==> src/rtl/initial_logic_pkg.sv <==
// Shared types and defaults for the N-VC initial logic demux.
// Optional bypass feature: INITIAL_LOGIC_BYPASS_EN.
package initial_logic_pkg;

  localparam int DATA_WIDTH_DEF = 6;
  localparam int VC_SEL_W_DEF   = 2;

  typedef enum logic {
    IDLE   = 1'b0,
    ACTIVE = 1'b1
  } state_t;

  function automatic logic [VC_SEL_W_DEF-1:0] vc_sel(
    input logic [DATA_WIDTH_DEF-1:0] word
  );
    return word[DATA_WIDTH_DEF-1 -: VC_SEL_W_DEF];
  endfunction

endpackage

==> src/rtl/initial_logic_nvc_buffer.sv <==
// Input FIFO for initial_logic_nvc: storage, pointers, count, flags.
// Optional bypass feature (in top): INITIAL_LOGIC_BYPASS_EN.
module il_buffer #(
  parameter int DW = 6,
  parameter int AW = 2
) (
  input  logic          clk,
  input  logic          reset,
  input  logic          wr,
  input  logic [DW-1:0] din,
  input  logic          pop,
  output logic [DW-1:0] head,
  output logic          full,
  output logic          empty,
  output logic          last,
  output logic          overflow
);

  localparam int DEPTH = 1 << AW;
  localparam logic [AW:0] FULL_CNT = (AW+1)'(DEPTH);
  localparam logic [AW:0] ONE_CNT  = (AW+1)'(1);

  logic [DW-1:0] mem [DEPTH];
  logic [AW-1:0] wr_ptr;
  logic [AW-1:0] rd_ptr;
  logic [AW:0]   count;
  logic          accept;
  logic          do_pop;

  assign full   = (count == FULL_CNT);
  assign empty  = (count == '0);
  assign last   = (count == ONE_CNT);
  assign head   = mem[rd_ptr];
  assign accept = wr && !full;
  assign do_pop = pop && !empty;

  // storage write, no reset needed on data
  always_ff @(posedge clk) begin
    if (accept) mem[wr_ptr] <= din;
  end

  // pointers, occupancy and sticky overflow
  always_ff @(posedge clk) begin
    if (reset) begin
      wr_ptr   <= '0;
      rd_ptr   <= '0;
      count    <= '0;
      overflow <= 1'b0;
    end else begin
      if (accept) wr_ptr <= wr_ptr + AW'(1);
      if (do_pop) rd_ptr <= rd_ptr + AW'(1);
      if (accept && !do_pop) count <= count + ONE_CNT;
      if (!accept && do_pop) count <= count - ONE_CNT;
      if (wr && full) overflow <= 1'b1;
    end
  end

endmodule

==> src/rtl/initial_logic_nvc.sv <==
// Transmit-side demux: input FIFO routed to NUM_VC channel FIFOs.
// Optional 1-cycle bypass when idle: INITIAL_LOGIC_BYPASS_EN.
module initial_logic_nvc
  import initial_logic_pkg::*;
#(
  parameter int DATA_WIDTH = DATA_WIDTH_DEF,
  parameter int VC_SEL_W   = VC_SEL_W_DEF,
  parameter int ADDR_WIDTH = 2,
  localparam int NUM_VC    = 1 << VC_SEL_W
) (
  input  logic                  clk,
  input  logic                  reset,
  input  logic                  wr_enable,
  input  logic [DATA_WIDTH-1:0] data_in,
  input  logic [NUM_VC-1:0]     pause_vc,
  output logic [DATA_WIDTH-1:0] data_out,
  output logic [NUM_VC-1:0]     push_vc,
  output logic                  buf_full,
  output logic                  buf_empty,
  output logic                  overflow
);

  localparam logic [NUM_VC-1:0] ONE_HOT0 = NUM_VC'(1);

  state_t state;
  state_t state_nx;

  logic [DATA_WIDTH-1:0] head;
  logic [VC_SEL_W-1:0]   sel_head;
  logic                  last;
  logic                  pop;
  logic                  bypass;
  logic                  buf_wr;
  logic                  buf_acc;

  assign sel_head = head[DATA_WIDTH-1 -: VC_SEL_W];

  il_buffer #(
    .DW (DATA_WIDTH),
    .AW (ADDR_WIDTH)
  ) u_buf (
    .clk      (clk),
    .reset    (reset),
    .wr       (buf_wr),
    .din      (data_in),
    .pop      (pop),
    .head     (head),
    .full     (buf_full),
    .empty    (buf_empty),
    .last     (last),
    .overflow (overflow)
  );

  // state register
  always_ff @(posedge clk) begin
    if (reset) state <= IDLE;
    else       state <= state_nx;
  end

  // next state: leave IDLE on a buffered word, return when drained
  always_comb begin
    state_nx = state;
    unique case (state)
      IDLE:   if (buf_acc) state_nx = ACTIVE;
      ACTIVE: if (pop && last && !buf_acc) state_nx = IDLE;
      default: state_nx = IDLE;
    endcase
  end

  // pop / bypass / buffer-write decisions
  always_comb begin
    pop = (state == ACTIVE) && !buf_empty && !pause_vc[sel_head];
`ifdef INITIAL_LOGIC_BYPASS_EN
    bypass = (state == IDLE) && wr_enable &&
             !pause_vc[data_in[DATA_WIDTH-1 -: VC_SEL_W]];
`else
    bypass = 1'b0;
`endif
    buf_wr  = wr_enable && !bypass;
    buf_acc = buf_wr && !buf_full;
  end

  // registered push toward the VC FIFOs
  always_ff @(posedge clk) begin
    if (reset) begin
      data_out <= '0;
      push_vc  <= '0;
    end else begin
      data_out <= '0;
      push_vc  <= '0;
      unique case (1'b1)
        pop: begin
          data_out <= head;
          push_vc  <= ONE_HOT0 << sel_head;
        end
        bypass: begin
          data_out <= data_in;
          push_vc  <= ONE_HOT0 << data_in[DATA_WIDTH-1 -: VC_SEL_W];
        end
        default: ;
      endcase
    end
  end

endmodule

==> config.mk <==
export PLATFORM = sky130hd
export DESIGN_NAME = initial_logic_nvc
export DESIGN_NICKNAME = d
export VERILOG_FILES = /design/src/rtl/initial_logic_pkg.sv /design/src/rtl/initial_logic_nvc_buffer.sv /design/src/rtl/initial_logic_nvc.sv
export SDC_FILE = /design/constraint.sdc
export NUM_CORES = 1
export LEC_CHECK = 0
export CAP_MARGIN = 20
export CORE_MARGIN = 2
export CORE_UTILIZATION = 57
export CTS_BUF_LIST = sky130_fd_sc_hd__clkbuf_16
export DETAILED_ROUTE_END_ITERATION = 12
export GPL_TIMING_DRIVEN = 0
export HOLD_SLACK_MARGIN = 0.15
export PLACE_DENSITY = 0.86
export SYNTH_ARGS = -nofsm -noshare
export SYNTH_HDL_FRONTEND = slang
export SYNTH_SLANG_ARGS = --single-unit
==> constraint.sdc <==
create_clock -name clk -period 4 [get_ports clk]
set_input_delay 0.8 -clock clk [delete_from_list [all_inputs] [get_ports clk]]
set_output_delay 0.8 -clock clk [all_outputs]
set_load 0.05 [all_outputs]
Yosys cells after proc, flatten, opt, wreduce, memory -nomap -nowiden
Memory sizes are Yosys's and may differ from the RTL's. A register that Yosys moved wholly into a read port is not among the register bits.
Index checks and enable logic that the tools add are counted.
Widths: inputs -> output; s select.
{"block": "totals", "out_inout_bits": 13, "regBits": 19, "romBits": 0, "n_memories": 1, "in_bits": 13, "ramBits": 24, "latch_bits": 0, "word_cells": 45}
{"name": "u_buf.mem", "words": 4, "width": 6, "read_ports": 1, "rd_ports_with_merged_regs": 1, "wr": 1, "line_no": "initial_logic_nvc_buffer.sv:23", "rtl": "logic [DW-1:0] mem [DEPTH];"}
{"block": "op_classes", "div_mod_pow": 0, "muxes": 10, "n_shift": 1, "n_eq_ne": 2, "addsub": 4, "magnitude_cmp": 1, "reduce_logical": 17, "multipliers": 0, "bitwise": 2}
{"operator": "$logic_and 1x1->1", "count": 9}
{"operator": "$mux 3", "count": 2}
{"operator": "$logic_not 1->1", "count": 5}
{"operator": "$add 2x1->2 const B", "count": 2}
{"operator": "$mux 1", "count": 4}
{"operator": "$mux 2", "count": 2}
{"operator": "$shl 1x2->4 const A", "count": 1}
{"operator": "$add 3x1->3 const B", "count": 1}
{"operator": "$eq 3x1->1 const B", "count": 1}
{"operator": "$eq 3x3->1 const B", "count": 1}
{"operator": "$logic_not 3->1", "count": 1}
{"operator": "$lt 2x3->1 const B", "count": 1}
{"operator": "$sub 3x1->3 const B", "count": 1}
{"operator": "$bmux 1 s2", "count": 1}
{"operator": "$not 1->1", "count": 2}
{"operator": "$pmux 1 s2", "count": 1}
{"operator": "$reduce_bool 2->1", "count": 1}
{"operator": "$reduce_or 2->1", "count": 1}

Logic depth before layout (Yosys ltp)
{"block": "logic_depth", "word_depth": 9, "ltp_mapped": 10, "depth_no_buf": 10}

Hierarchy
A second synthesis with hierarchy kept.
{"block": "hier_totals", "hier_cells": 122, "hier_area_um2": 1834.3}
{"module": "il_buffer", "seq_area_each_um2": 920.9, "area_per_inst_um2": 1410.1, "instances": 1, "cells_each": 89}
{"module": "initial_logic_nvc", "seq_area_each_um2": 220.2, "area_per_inst_um2": 424.2, "instances": 1, "cells_each": 33}

Worst setup path after synthesis
No wires, ideal clock.
{"block": "synth_path", "path_kind": "register to register", "start": "register (tool-made name)", "end": "register u_buf.count[2]", "path_stages_with_launch": 9, "setup_slack_ns": 1.563, "period_less_slack_ns": 2.437, "setup_ns": 0.070, "arrival_time_ns": 2.367, "required_time_ns": 3.930, "n_path_buf": 2, "path_cell_list": "dfxtp_1 -> buf_6 -> mux4_2 -> buf_6 -> or3_4 -> o22ai_4 -> ha_1 -> or3_1 -> a21oi_1"}
{"item": "end signal, assigned", "line_no": "initial_logic_nvc_buffer.sv:52", "rtl": "if (accept && !do_pop) count <= count + ONE_CNT;"}
{"item": "end signal, assigned", "line_no": "initial_logic_nvc_buffer.sv:53", "rtl": "if (!accept && do_pop) count <= count - ONE_CNT;"}
{"item": "end, declared", "line_no": "initial_logic_nvc_buffer.sv:26", "rtl": "logic [AW:0] count;"}

Final worst setup path
{"block": "layout_path", "start": "register u_buf.count[1]", "end": "output buf_empty"}
{"block": "layout_between", "elab_chain_cells": 1}
{"item": "$logic_not 3->1", "line_no": "initial_logic_nvc_buffer.sv:31", "rtl": "assign empty = (count == '0);"}
{"item": "end, declared", "line_no": "initial_logic_nvc.sv:19", "rtl": "output logic buf_empty,"}
No other way between the ends.

==> results by group <==
Power
  – Logic pwr share: 22.4%
  – Clock share of power: 32.5%
  – Flop pwr share: 45.2%
  – Switching Fraction: 28.0%
  – Leak Pwr: 0.000852 µW
  – Internal Power: 868 µW
  – Psw: 337 µW
  – Pwr Density: 523 nW/µm²
  – Max VDD drop: 0.318 mV

STA
  – Clock Skews: 0.00379 ns
  – Max transition margin: 51.7%
  – Post-route minimum period: 2.78 ns
  – Unrepaired setup endpoints after global routing: no
  – Fin Setup TNS: 0 ns
  – Worst Tran Pin Value: 0.720 ns
  – Fin. Hold Viols: 0
  – Fmax: 359 MHz
  – Fin crit share: 69.5%
  – Max Slew Vio Count: 0
  – Number of setup violations in the final report: 0

Routing
  – Drt first pass iters: 4
  – Starting DRT DRC Count: 129
  – Final WL: 3130 µm
  – Drt wl/cell: 14.8 µm
  – Via count: 1107
  – DR vias/cell: 5.25
  – Final ANT Viol Nets: 0
  – Drt drc: 0

Clock network
  – Setup Buffers After CTS: 0
  – Clock buffer depth: 2
  – Post-cts sizing count: 0
  – CTS tree: done
  – Reg clk slew, reported paths: 0.06 ns
  – CTS Root Cell: clkbuf_16
  – CTS H-tree lvls: 2
  – Clock sinks: 45
  – Clock Latency Late Sink: 0.28 ns
  – Cts hold-fix bufs: 0
  – Num CTS Buffers: 5

Logic synthesis
  – FF+latch count, synth: 45
  – Synth unique cells: 33
  – Yosys warnings: 0
  – Mapped cell area: 1850 µm²
  – Mapped Nets: 156
  – Sequential area share after synthesis: 61.7%
  – Cells after Synth: 134
  – Syn Area/Cell: 13.8 µm²

Floorplan
  – Initial core utilization: 60.1%
  – Core footprint: 3080 µm²
  – Std-Cell Rows: 20
  – Die Area: 3720 µm²
  – Ports: 26
  – Die width: 61.0 µm
  – Die Ht: 61.0 µm

Global routing
  – Initial antenna violation count: 0
  – GR Overflow Total: 0
  – Vias in the first global route: 1132
  – Total Routing Usage GR: 20.3%
  – Global-route wire length before repair: 5170 µm
  – Largest net degree at the start of global routing: 16

Placed design
  – I/O Buffers: 25
  – GP Congestion: 0.731
  – Detail Placement HPWL: 2280 µm
  – Post-place instance area: 2160 µm²

Min path
  – Hold crit path type: reg -> reg

Finish
  – Share of layout cells above drive strength 1: 12.6%
  – Inserted Diodes: 0
  – Design Area, Final: 2300 µm²
  – Layout Utilization: 74.8%
  – # nets final: 188
  – Syn-to-layout area delta: 24.5%

Worst setup path
  – Arr. time, crit path: 1.98 ns
  – Critical-path maximum fanout: 4
  – Worst Setup End Kind: output port
  – Crit path kind: reg -> out
  – Startpoint types: register
  – WP data required: 3.20 ns

Flow run
  – Maxcap violations: 0

Run status
  – Status: completed
[layer usage]
layer / GRT usage (%) / wire, µm / vias to the layer above
met2: 35.8 / 1690 / 34
met3: 5.33 / 114 / 6
met1: 22.6 / 1270 / 522
met4: 9.94 / 55 / 0
li1: - / - / 545
met5: 0 / 0 / -
[critical path, stage by stage, from the launching register on]
cell	delay, ns
dfxtp_1	0.31
inv_1	0.12
ha_1	0.22
nand2b_1	0.15
inv_2	0.10
clkdlybuf4s50_1	0.80
[sequential cells by signal, indices dropped and copies added, names as in the netlist, named ones only]
register / cells
u_buf.mem: 24
u_buf.count: 3
push_vc: 4
state: 1
u_buf.rd_ptr: 2
u_buf.overflow: 1
data_out: 6
u_buf.wr_ptr: 2
[Yosys cell counts]
| master | count | area, µm² |
|---|---|---|
| xnor2_1 | 1 | 8.76 |
| or3_4 | 1 | 11.3 |
| o21ai_0 | 1 | 5.00 |
| mux2i_1 | 2 | 20.0 |
| inv_1 | 7 | 26.3 |
| mux2_2 | 3 | 33.8 |
| ha_1 | 9 | 113 |
| o22ai_1 | 1 | 6.26 |
| nor2_1 | 16 | 60.1 |
| or3_1 | 1 | 6.26 |
| clkbuf_1 | 1 | 3.75 |
| dfxtp_1 | 21 | 420 |
| o22ai_4 | 1 | 20.0 |
| a21boi_1 | 1 | 7.51 |
| a211oi_1 | 1 | 7.51 |
| buf_6 | 2 | 22.5 |
| nand2b_1 | 2 | 12.5 |
| o41ai_1 | 1 | 8.76 |
| a21oi_1 | 3 | 15.0 |
| nand3_1 | 2 | 10.0 |
| mux2_1 | 3 | 33.8 |
| xor2_1 | 2 | 17.5 |
| nor2b_1 | 2 | 12.5 |
| nand4_1 | 1 | 6.26 |
| edfxtp_1 | 24 | 721 |
| and2_1 | 5 | 31.3 |
| nor3_1 | 4 | 20.0 |
| mux4_1 | 2 | 52.6 |
| nor4b_1 | 1 | 8.76 |
| inv_2 | 2 | 7.51 |
| nand4b_1 | 1 | 8.76 |
| nand2_1 | 6 | 22.5 |
| mux4_2 | 4 | 90.1 |
[layout make-up]
class | count | area [µm²]
Buffer | 3 | 26.3
Inverter | 9 | 33.8
Clock inverter | 3 | 22.5
Multi-Input combinational cell | 77 | 649
Tap cell | 44 | 55.1
Sequential cell | 45 | 1140
Fill cell | 198 | 774
Timing Repair Buffer | 25 | 250
Clock buffer | 5 | 125
[placed cells by master, fill, tap and decap left out, types with 2 or more instances in the layout]
master,count
ha_1,9
mux2i_1,2
mux2_2,3
clkbuf_16,5
mux4_1,2
xor2_1,2
clkdlybuf4s50_1,25
inv_1,7
mux4_2,4
edfxtp_1,24
a21oi_1,3
and2_1,5
dfxtp_1,21
mux2_1,3
nand2b_1,2
nor3_1,4
nor2b_1,2
clkinv_4,2
nor2_1,16
nand3_1,2
inv_2,2
buf_6,2
nand2_1,6
[per-stage QoR]
step	std cells	setup slack, ns	power [µW]	hold slack, ns
detailed placement	203	1.11	821	0.456
finish	211	1.22	1210	0.470
floorplan	134	1.56	745	0.488
global placement	203	1.16	805	0.446
global route	211	1.14	1260	0.538
CTS	211	1.23	1210	0.472
[path summary, 6_finish.rpt]
check | to | startpoint | slack (ns) | depth (start not counted)
max | buf_empty | u_buf.count[1] | 1.22 | 5
min reg2reg | u_buf.overflow | u_buf.overflow | 0.47 | 2
min | u_buf.overflow | u_buf.overflow | 0.47 | 2
max reg2reg | u_buf.count[2] | register | 1.44 | 8
[power by group through the flow]
| stage | clock network (µW) | registers, µW | logic, µW |
|---|---|---|---|
| final | 391 | 544 | 270 |
| after floorplan | 0 | 566 | 179 |
| after global placement | 0 | 550 | 255 |
| after global routing | 421 | 547 | 296 |
| after detailed placement | 0 | 554 | 268 |
| after CTS | 399 | 544 | 272 |
[cells by family (layout without fill, tap and decap cells)]
group / count (synthesis) / count (layout) / share of synthesized area, %
flip-flops: 45 / 45 / 61.7
adder cells (fa/ha/maj): 9 / 9 / 6.09
AO/OA/AOI/OAI: 9 / 9 / 3.79
buffers and inverters: 12 / 45 / 3.25
XOR/XNOR: 3 / 3 / 1.42
multiplexers: 14 / 14 / 12.4
AND/OR/NAND/NOR: 42 / 42 / 11.4
(Power assumes the default switching activity.)
